`config.mk`:
```
export PLATFORM = sky130hd
export DESIGN_NAME = fifo_serializer_flat
export DESIGN_NICKNAME = d
export VERILOG_FILES = /design/src/rtl/fifo_serializer_pkg.sv /design/src/rtl/fifo_serializer_if.sv /design/src/rtl/fifo_serializer_bit_timer.sv /design/src/rtl/fifo_serializer.sv /design/src/flat_wrapper.sv
export SDC_FILE = /design/constraint.sdc
export NUM_CORES = 1
export LEC_CHECK = 0
export CORE_ASPECT_RATIO = 1.1
export CORE_MARGIN = 5
export CORE_UTILIZATION = 50
export DETAILED_ROUTE_END_ITERATION = 10
export MAX_ROUTING_LAYER = met4
export PLACE_DENSITY = 0.74
export SETUP_SLACK_MARGIN = 0.1
export SLEW_MARGIN = 30
export SYNTH_ARGS = -nofsm -noshare
export SYNTH_HDL_FRONTEND = slang
export SYNTH_SLANG_ARGS = --single-unit
```
`constraint.sdc`:
```
create_clock -name clk -period 1.5 [get_ports clk]
set_input_delay 0.375 -clock clk [delete_from_list [all_inputs] [get_ports clk]]
set_output_delay 0.375 -clock clk [all_outputs]
set_load 0.02 [all_outputs]
```
`src/rtl/fifo_serializer_pkg.sv`:
```
// fifo_serializer_pkg: shared FSM state type, line-level constants and sizing helper.
// The PARITY state exists only when SERIALIZER_PARITY_EN is defined.
package fifo_serializer_pkg;

    localparam logic IDLE_LEVEL = 1'b1;
    localparam logic START_BIT  = 1'b0;
    localparam logic STOP_BIT   = 1'b1;

    typedef enum logic [2:0] {
        S_IDLE,
        S_POP,
        S_LOAD,
        S_START,
        S_DATA,
`ifdef SERIALIZER_PARITY_EN
        S_PARITY,
`endif
        S_STOP
    } state_t;

    // Counter width for a range of n values; never narrower than one bit.
    function automatic int cnt_width(input int n);
        return (n > 1) ? $clog2(n) : 1;
    endfunction

endpackage

```
`src/rtl/fifo_serializer_if.sv`:
```
// fifo_serializer_if: FIFO read handshake plus serial-line status, grouped as one bundle.
// master = the serializer, slave = the FIFO/line side.
interface fifo_serializer_if #(
    parameter int DATA_WIDTH = 4
);
    logic                  fifo_empty;
    logic [DATA_WIDTH-1:0] fifo_r_data;
    logic                  fifo_r_en;
    logic                  tx_out;
    logic                  busy;
    logic                  done;

    modport master (
        input  fifo_empty,
        input  fifo_r_data,
        output fifo_r_en,
        output tx_out,
        output busy,
        output done
    );

    modport slave (
        output fifo_empty,
        output fifo_r_data,
        input  fifo_r_en,
        input  tx_out,
        input  busy,
        input  done
    );
endinterface

```
`src/rtl/fifo_serializer_bit_timer.sv`:
```
// bit_timer: counts 0..CLKS_PER_BIT-1 and flags the last cycle of each serial bit.
// Held at zero while clr is high, so every timed state starts with a fresh bit period.
module bit_timer
    import fifo_serializer_pkg::*;
#(
    parameter int CLKS_PER_BIT = 4
) (
    input  logic clk,
    input  logic rst,
    input  logic clr,
    output logic bit_tick
);

    localparam int            TW   = cnt_width(CLKS_PER_BIT);
    localparam logic [TW-1:0] LAST = TW'(CLKS_PER_BIT - 1);

    logic [TW-1:0] cnt;

    // Free-running bit period counter, wrapping at the last cycle of each bit.
    always_ff @(posedge clk) begin
        if (rst || clr) begin
            cnt <= '0;
        end else if (cnt == LAST) begin
            cnt <= '0;
        end else begin
            cnt <= cnt + TW'(1);
        end
    end

    assign bit_tick = !clr && (cnt == LAST);

endmodule

```
`src/rtl/fifo_serializer.sv`:
```
// fifo_serializer: pops words from a synchronous FIFO and sends each as a
// start / LSB-first data / stop frame on tx_out.
// Optional even parity bit between data and stop when SERIALIZER_PARITY_EN is defined.
//
// state    | meaning
// ---------+-----------------------------------------------------------
// S_IDLE   | line idle (1), waiting for a non-empty FIFO
// S_POP    | fifo_r_en high for this single cycle
// S_LOAD   | FIFO read data valid, captured into the shift register
// S_START  | start bit (0) for CLKS_PER_BIT cycles
// S_DATA   | DATA_WIDTH payload bits, LSB first
// S_PARITY | even parity of the payload (parity build only)
// S_STOP   | stop bit (1); done on its last cycle, then POP or IDLE
module fifo_serializer
    import fifo_serializer_pkg::*;
#(
    parameter int DATA_WIDTH   = 4,
    parameter int CLKS_PER_BIT = 4
) (
    input  logic              clk,
    input  logic              rst,
    fifo_serializer_if.master bus
);

    localparam int               CNT_W    = cnt_width(DATA_WIDTH);
    localparam logic [CNT_W-1:0] LAST_BIT = CNT_W'(DATA_WIDTH - 1);

    state_t                state;
    logic [DATA_WIDTH-1:0] shift_reg;
    logic [CNT_W-1:0]      bit_cnt;
    logic                  tx_q;
    logic                  timer_clr;
    logic                  bit_tick;
`ifdef SERIALIZER_PARITY_EN
    logic                  parity_q;
`endif

    // Timed states only change on a tick, where the timer wraps to zero anyway;
    // holding it clear in the untimed states gives every frame a clean start bit.
    assign timer_clr = state inside {S_IDLE, S_POP, S_LOAD};

    bit_timer #(
        .CLKS_PER_BIT(CLKS_PER_BIT)
    ) u_bit_timer (
        .clk     (clk),
        .rst     (rst),
        .clr     (timer_clr),
        .bit_tick(bit_tick)
    );

    // Frame sequencer; tx_q is loaded with the level of the state being entered.
    always_ff @(posedge clk) begin
        if (rst) begin
            state     <= S_IDLE;
            shift_reg <= '0;
            bit_cnt   <= '0;
            tx_q      <= IDLE_LEVEL;
`ifdef SERIALIZER_PARITY_EN
            parity_q  <= 1'b0;
`endif
        end else begin
            case (state)
                S_IDLE: begin
                    tx_q <= IDLE_LEVEL;
                    if (!bus.fifo_empty) begin
                        state <= S_POP;
                    end
                end
                S_POP: begin
                    state <= S_LOAD;
                end
                S_LOAD: begin
                    shift_reg <= bus.fifo_r_data;
`ifdef SERIALIZER_PARITY_EN
                    parity_q  <= ^bus.fifo_r_data;
`endif
                    bit_cnt   <= '0;
                    tx_q      <= START_BIT;
                    state     <= S_START;
                end
                S_START: begin
                    if (bit_tick) begin
                        tx_q      <= shift_reg[0];
                        shift_reg <= shift_reg >> 1;
                        state     <= S_DATA;
                    end
                end
                S_DATA: begin
                    if (bit_tick) begin
                        if (bit_cnt == LAST_BIT) begin
                            bit_cnt <= '0;
`ifdef SERIALIZER_PARITY_EN
                            tx_q    <= parity_q;
                            state   <= S_PARITY;
`else
                            tx_q    <= STOP_BIT;
                            state   <= S_STOP;
`endif
                        end else begin
                            bit_cnt   <= bit_cnt + CNT_W'(1);
                            tx_q      <= shift_reg[0];
                            shift_reg <= shift_reg >> 1;
                        end
                    end
                end
`ifdef SERIALIZER_PARITY_EN
                S_PARITY: begin
                    if (bit_tick) begin
                        tx_q  <= STOP_BIT;
                        state <= S_STOP;
                    end
                end
`endif
                S_STOP: begin
                    if (bit_tick) begin
                        tx_q  <= IDLE_LEVEL;
                        state <= bus.fifo_empty ? S_IDLE : S_POP;
                    end
                end
                default: begin
                    tx_q  <= IDLE_LEVEL;
                    state <= S_IDLE;
                end
            endcase
        end
    end

    assign bus.fifo_r_en = (state == S_POP);
    assign bus.busy      = (state != S_IDLE);
    assign bus.done      = (state == S_STOP) && bit_tick;
    assign bus.tx_out    = tx_q;

endmodule

```
`src/flat_wrapper.sv`:
```
// flat-port wrapper written by rule: the top's interface ports become plain ports
module fifo_serializer_flat import fifo_serializer_pkg::*;
#(
    parameter int DATA_WIDTH   = 4,
    parameter int CLKS_PER_BIT = 4
)
  (clk, rst, bus_fifo_empty, bus_fifo_r_data, bus_fifo_r_en, bus_tx_out, bus_busy, bus_done);
  fifo_serializer_if #(.DATA_WIDTH(DATA_WIDTH)) bus_i ();
  input  logic clk;
  input  logic rst;
  input wire logic [$bits(bus_i.fifo_empty)-1:0] bus_fifo_empty;
  input wire logic [$bits(bus_i.fifo_r_data)-1:0] bus_fifo_r_data;
  output wire logic [$bits(bus_i.fifo_r_en)-1:0] bus_fifo_r_en;
  output wire logic [$bits(bus_i.tx_out)-1:0] bus_tx_out;
  output wire logic [$bits(bus_i.busy)-1:0] bus_busy;
  output wire logic [$bits(bus_i.done)-1:0] bus_done;
  assign bus_i.fifo_empty = bus_fifo_empty;
  assign bus_i.fifo_r_data = bus_fifo_r_data;
  assign bus_fifo_r_en = bus_i.fifo_r_en;
  assign bus_tx_out = bus_i.tx_out;
  assign bus_busy = bus_i.busy;
  assign bus_done = bus_i.done;
  fifo_serializer #(.DATA_WIDTH(DATA_WIDTH), .CLKS_PER_BIT(CLKS_PER_BIT)) u_core (.clk(clk), .rst(rst), .bus(bus_i));
endmodule
```
# After elaboration in Yosys (flattened, before gate mapping)
# Index checks and enable logic that the tools add are counted.
[totals]
ff_bits = 12
inputBits = 7
output_inout_bits = 4
[classes]
n_reduce_logical = 14
n_eq_ne = 13
bitwise_logic = 1
addsub = 2
muxes = 19
[op_table]
columns = ["operator", "n"]
rows = [
  ["$pmux 3 s6", 1],
  ["$mux 3", 5],
  ["$mux 4", 3],
  ["$pmux 4 s3", 1],
  ["$reduce_bool 3->1", 3],
  ["$ne 2x1->1 const B", 4],
  ["$reduce_and 4->1", 2],
  ["$eq 3x2->1 const B", 2],
  ["$eq 3x3->1 const B", 2],
  ["$mux 1", 5],
  ["$pmux 1 s5", 1],
  ["$reduce_and 5->1", 1],
  ["$add 2x1->2 const B", 2],
  ["$eq 2x2->1 const B", 2],
  ["$mux 2", 2],
  ["$ne 2x2->1 const B", 2],
  ["$pmux 2 s2", 1],
  ["$eq 3x1->1 const B", 1],
  ["$logic_not 3->1", 1],
  ["$logic_and 1x1->1", 2],
  ["$reduce_and 2->1", 1],
  ["$reduce_bool 2->1", 1],
  ["$reduce_or 2->1", 1],
  ["$logic_not 1->1", 1],
  ["2 further kinds", 2],
]

# Longest topological paths before layout
# Gate-level depths: netlist of the first run.
[logic_depth]
depth_word = 6
depth_mapped = 6
ltp_nobuf = 5

# Cells and area by module
# From an unflattened synthesis of the first run, not the netlist that was laid out.
[unflattened]
hier_cells = 83
area_unflattened_um2 = 730.7
[by_module_without_submodules]
columns = ["mod", "area_per_inst_um2", "seq_area_each_um2", "n_inst", "cells_per_inst"]
rows = [
  ["fifo_serializer", 644.4, 200.2, 1, 77],
  ["bit_timer", 86.3, 40.0, 1, 6],
]

# Least setup slack after synthesis of the first run
# No wires, ideal clock.
[synth_timing]
kind = "register to output"
startpoint = "register u_core.state[0]"
endpoint = "output bus_fifo_r_en"
setup_slack_ps = -84
path_stages_with_launch = 5
required_time_ps = 1125
arrival_ps = 1209
path_buffers = 2
path_cell_list = "dfxtp_1 -> buf_2 -> buf_2 -> inv_1 -> nor3_1"
[synth_between]
elab_chain_cells = 1
[synth_lines]
columns = ["element", "line_no", "text"]
rows = [
  ["from (decl)", "fifo_serializer.sv:28", "state_t state;"],
  ["from (signal assigned)", "fifo_serializer.sv:117", "state <= bus.fifo_empty ? S_IDLE : S_POP;"],
  ["$eq 3x1->1", "fifo_serializer.sv:128", "assign bus.fifo_r_en = (state == S_POP);"],
  ["to (decl)", "flat_wrapper.sv:13", "output wire logic [$bits(bus_i.fifo_r_en)-1:0] bus_fifo_r_en;"],
]
# No other way between the ends.

# Worst setup path in the final report of the first run
[layout_timing]
startpoint = "register u_core.state[1]"
endpoint = "output bus_busy"
[layout_between]
elab_chain_cells = 1
[layout_lines]
columns = ["element", "line_no", "text"]
rows = [
  ["$reduce_bool 3->1", "fifo_serializer.sv:129", "assign bus.busy = (state != S_IDLE);"],
  ["to (decl)", "flat_wrapper.sv:15", "output wire logic [$bits(bus_i.busy)-1:0] bus_busy;"],
]
# No other way between the ends.

==> results of run 1 <==
## through the flow
stage | worst slack [ps] | utilization | power [mW] | cells | setup TNS, ps
after CTS | -19.5 | 0.760 | 0.804 | 134 | -19.5
after floorplan | 84.2 | - | 0.465 | 94 | 0
after detailed placement | -161 | 0.679 | 0.533 | 127 | -432
after global routing | -61.4 | 0.808 | 0.874 | 136 | -63.1
after global placement | -129 | 0.679 | 0.529 | 127 | -369
final | -21.9 | 0.808 | 0.832 | 136 | -21.9
## synthesized netlist by cell type, drive strengths merged
master	number	share of area
clkbuf	2	0.0099
mux2i	1	0.013
or2	1	0.0083
o21a	1	0.0099
o21bai	1	0.0099
buf	6	0.056
a311oi	2	0.023
a21o	3	0.030
and4	1	0.012
nor4	2	0.016
o221ai	1	0.012
a221oi	1	0.012
nor2b	1	0.0083
a21oi	11	0.073
or3	1	0.0083
inv	5	0.025
nand2b	5	0.041
a22oi	3	0.030
o21ai	6	0.040
ha	2	0.033
nor4b	1	0.012
nor3	1	0.0066
nand2	7	0.035
nand4	1	0.0083
and3	1	0.0083
nand3b	1	0.0099
nand4b	1	0.012
o311ai	1	0.012
dfxtp	12	0.32
nand4bb	1	0.021
a31oi	2	0.016
and2b	1	0.0099
nor2	7	0.038
o22ai	1	0.026
## worst max-delay path by stage
stage,end,slack [ps]
6_report,bus_busy,-20
5_1_grt,bus_busy,-60
3_5_place_dp,bus_done,-160
2_1_floorplan,bus_done,80
4_1_cts,bus_busy,-20
3_3_place_gp,bus_busy,-130
## routing by layer
layer	vias up	global-route usage
met5	-	-
met4	0	0.175
met3	11	0.0316
met2	39	0.339
met1	387	0.223
li1	399	-
## repair_timing
| item | in CTS | in global routing |
|---|---|---|
| setup buffers | 3 | 2 |
| setup endpoints to repair | 9 | 11 |
| pin swaps | 6 | 6 |
| gates resized for setup | 34 | 12 |
## cells in the final DEF (no fill, tap or decap), types with 4 or more instances in the layout
master and count:
clkdlybuf4s50_1 6, nand2_1 7, nor2_1 6, buf_4 16
dfxtp_1 7, inv_1 4, o21ai_0 4, buf_6 7
dfxtp_2 4, a21oi_1 9
## where the power goes
part           internal (mW)  switching, mW
clock                  0.148          0.120
combinational          0.107          0.109
sequential             0.333         0.0149
## final cells by class
cell class / instances / area share
clock buffer: 4 / 0.0320
inverter: 5 / 0.0166
multi-input combinational: 69 / 0.477
sequential: 12 / 0.220
tap: 16 / 0.0177
timing repair buffer: 30 / 0.236
## worst register-to-register path, delay by kind of cell, from the launching register on
family	cells	cell delay (ps)
AOI/OAI and AO/OA	2	420
DFF	1	350
and+or+nand+nor	2	310
adders and majority gates	1	130
buffers and inverters	1	110
## cells by family after synthesis
| logic type | synth area share |
|---|---|
| AO/OA/AOI/OAI | 0.292 |
| buffers and inverters | 0.0908 |
| multiplexers | 0.0132 |
| adder cells (fa/ha/maj) | 0.0330 |
| flip-flops | 0.317 |
| AND/OR/NAND/NOR | 0.254 |
==> flow_summary.toml, run 1 <==
[synth]
syn_inst = 94
synth_seq_cells = 12
ys_warn_count = 0
ys_seq_area_frac = 0.317
syn_area_sq_um = 758
synthDistinctLibCells = 36
avgSynthCellArea_sq_um = 8.07
synth_nets = 103

[run_status]
status = "complete, but fails checks"
violations = "setup timing"

[route]
drt-met1-wl_microns = 854
viasPerCell = 6.15
initialDrtViolationCount = 16
wl_met3_microns = 110
routedWlPerCell_microns = 15.8
topRoutingLayerUsed = "met4"
routed-via-count = 836
ant_nets = 0
routed_wirelength_mm = 2.15
drt_pre_antenna_iters = 4
drc_errors = 0
wl_met2_mm = 1.06

[power_and_ir_drop]
irDropWorstVdd_v = 0.000586
p_leak_nw = 0.416
p_per_area_nw_per_um2 = 735

[setup_path]
reg2reg_depth = 6
path_class = "register to output port"
worst_setup_path_start_kind = "register"
r2r_start = "u_core.u_bit_timer.cnt[1]$_SDFF_PP0_"
arrival_ps = 1150
cp_cell_sequence = "or3_1 -> buf_6"
crit_path_start = "u_core.state[1]$_SDFFE_PP0P_"
cp_max_fo = 5
crit_family = "simple AND/OR/NAND/NOR gates"
crit_path_end_kind = "output port"
cp_data_required_time_ps = 1120
worst-path-buf-inv = 1
crit_slowest_cell = "or3_1"
reg2reg_slack_ps = 80
critPathMaxStageDelay_ps = 380
cp.depth = 2
r2r-end = "u_core.shift_reg[0]$_SDFFE_PP0P_"

[timing]
rsz0062_at_grt = "true"
finalMaxSlewViolations = 0
setup_viol = 1
slew_headroom = 0.791
min_period_over_period = 1.01
period_needed_ps = 1520
fin_ws_ps = -21.9
clock_skew_ps = 2.67
finalHoldViolations = 0
holdWs_ps = 527
fmax_mhz = 657
tightestPinTransition_ps = 314

[hold_path]
min-delay-start = "u_core.shift_reg[0]$_SDFFE_PP0P_"
hp-class = "register to register"
hold_end = "u_core.shift_reg[0]$_SDFFE_PP0P_"
whs_path_depth = 2

[layout]
synthToLayoutAreaGrowth_pct = 49.3
drive_gt1_frac = 0.392
fin_nets = 130
fill_cells = 99
final_cell_area_sq_um = 1130
largest_reg_flops = 4
seq_area_sq_um = 249
multi_input_area_sq_um = 541
num_antenna_cells = 0

[grt]
antenna_found_initial = 0
grt_pass1_wl_mm = 3.46
grt_max_degree = 13
grt_usage = 0.213
grt_overflow = 0
grt_pass1_vias = 785

[floorplan]
die_x_microns = 47.1
io_pins = 11
die_y_microns = 50.8
std_cell_rows = 14
core_sq_um = 1400
dieArea_sq_um = 2400
initial_core_util = 0.541

[placement]
placed_area_sq_um = 952
numPortBuffers = 10
gp_congestion = 0.778
place_hpwl_mm = 1.30

[clock_network]
hold_buffers = 0
clock_path_buffers = 2
root_buffer = "clkbuf_4"
clk_latency_ps = 290
cts_tree = "done"
h-tree-depth = 1
cts_buffers = 3
cts.sinks = 12
clk_pin_slew_ps = 80

[job]
cap_viol_max_count = 0
No activity file was read; power rests on OpenSTA's default activity.
==> inputs of run 2 (changes only) <==
Settings changed: CAP_MARGIN set to 25.
Clock period 1.5 ns to 2 ns, I/O delays scaled along.
==> flow_summary.toml, run 2 (synthesized netlist as in run 1, its figures left out) <==
[power_and_ir_drop]
p_leak_nw = 0.334
power_frac_seq = 0.459
irDropWorstVdd_v = 0.000379
power_mw = 0.563
p_per_area_nw_per_um2 = 632
swShare = 0.269
comb_power_share = 0.201
power.internal_mw = 0.411
pwr-share-clk = 0.340
p_sw_mw = 0.151

[run_status]
status = "completed"

[clock_network]
cts_buffers = 3
cts_tree = "done"
cts.sinks = 12
clock_path_buffers = 2
clk_latency_ps = 270
root_buffer = "clkbuf_4"
h-tree-depth = 1
clk_pin_slew_ps = 80
hold_buffers = 0

[floorplan]
initial_core_util = 0.541
std_cell_rows = 14
die_x_microns = 47.1
core_sq_um = 1400
io_pins = 11
die_y_microns = 50.8
dieArea_sq_um = 2400

[layout]
final_cell_area_sq_um = 891
final_common_cell = "dfxtp_1"
largest_reg_flops = 4
fill_cells = 124
final_cell_mix = "dfxtp_1, a21oi_1, nand2_1, clkdlybuf4s50_1"
fin_nets = 114
num_antenna_cells = 0
synthToLayoutAreaGrowth_pct = 17.5
drive_gt1_frac = 0.106

[timing]
setup_tns_ps = 0
finalHoldViolations = 0
tightestPinTransition_ps = 485
fmax_mhz = 556
rsz0062_at_grt = "false"
min_period_over_period = 0.899
setup_viol = 0
finalMaxSlewViolations = 0
slew_headroom = 0.675
clock_skew_ps = 2.16
period_needed_ps = 1800

[placement]
gp_congestion = 0.792
placed_area_sq_um = 858
place_hpwl_mm = 1.15
numPortBuffers = 10

[setup_path]
reg2reg_depth = 5
path_class = "register to output port"
cp_max_fo = 2
arrival_ps = 1300
r2r_start = "u_core.bit_cnt[0]$_SDFFE_PP0P_"
r2r-end = "u_core.shift_reg[0]$_SDFFE_PP0P_"
crit_path_start = "u_core.u_bit_timer.cnt[0]$_SDFF_PP0_"
crit_path_end_kind = "output port"
cp_data_required_time_ps = 1500
reg2reg_slack_ps = 420
worst_setup_path_start_kind = "register"

[grt]
grt_pass1_wl_mm = 2.77
grt_pass1_vias = 650
antenna_found_initial = 0
grt_max_degree = 23
grt_overflow = 0
grt_usage = 0.161

[route]
initialDrtViolationCount = 26
drt_pre_antenna_iters = 4
routedWlPerCell_microns = 13.2
routed-via-count = 711
viasPerCell = 5.93
ant_nets = 0
drc_errors = 0
routed_wirelength_mm = 1.59

[job]
cap_viol_max_count = 0

[hold_path]
whs_path_depth = 1
min-delay-start = "u_core.u_bit_timer.cnt[0]$_SDFF_PP0_"
hp-class = "register to register"
hold_end = "u_core.u_bit_timer.cnt[0]$_SDFF_PP0_"
## run 2: worst max-delay path by stage
stage               cells past startpoint  slack, ps            end
floorplan                               4        290  bus_fifo_r_en
global placement                        3        240       bus_done
detailed placement                      3        230       bus_done
CTS                                     3        190       bus_done
global route                            3        110       bus_done
finish                                  3        200       bus_done
## run 2: metrics by stage
| stage | setup WS (ps) | hold WS [ps] | util | instances |
|---|---|---|---|---|
| after floorplan | 291 | 405 | - | 94 |
| after global placement | 245 | 416 | 0.613 | 116 |
| after detailed placement | 225 | 433 | 0.613 | 116 |
| after CTS | 189 | 444 | 0.636 | 120 |
| after global routing | 113 | 480 | 0.636 | 120 |
| final | 202 | 447 | 0.636 | 120 |
## run 2: power by group through the flow
stage,Combinational [mW],Clock (mW),Sequential [mW]
floorplan,0.0841,0,0.262
global placement,0.115,0,0.263
detailed placement,0.116,0,0.264
CTS,0.113,0.198,0.258
global route,0.125,0.216,0.259
finish,0.113,0.192,0.258
## run 2: cell type report
cell class              count  area, sq um  share of cell area
well taps                  16         20.0              0.0225
flip-flops and latches     12          240               0.270
multi-input cells          69          449               0.504
clock buffers               4         36.3              0.0407
inverters                   5         18.8              0.0211
repair buffers             14          126               0.142
## run 2: per-layer routing
metal  GRT usage  wire length [microns]
met3      0.0316                     62
met2       0.242                    778
met4      0.0553                      9
met5           -                      0
met1       0.212                    739
## run 2: worst max-delay path, cell delays in order, from the launching register on
cell and delay (ps):
dfxtp_1 320, ha_1 200, and4_1 190, dlygate4sd2_1 310
## run 2: timing repair
action	in CTS	in global routing
setup endpoints to repair	3	0
hold endpoints to repair	0	0
resized for setup	3	0
buffers inserted	0	0
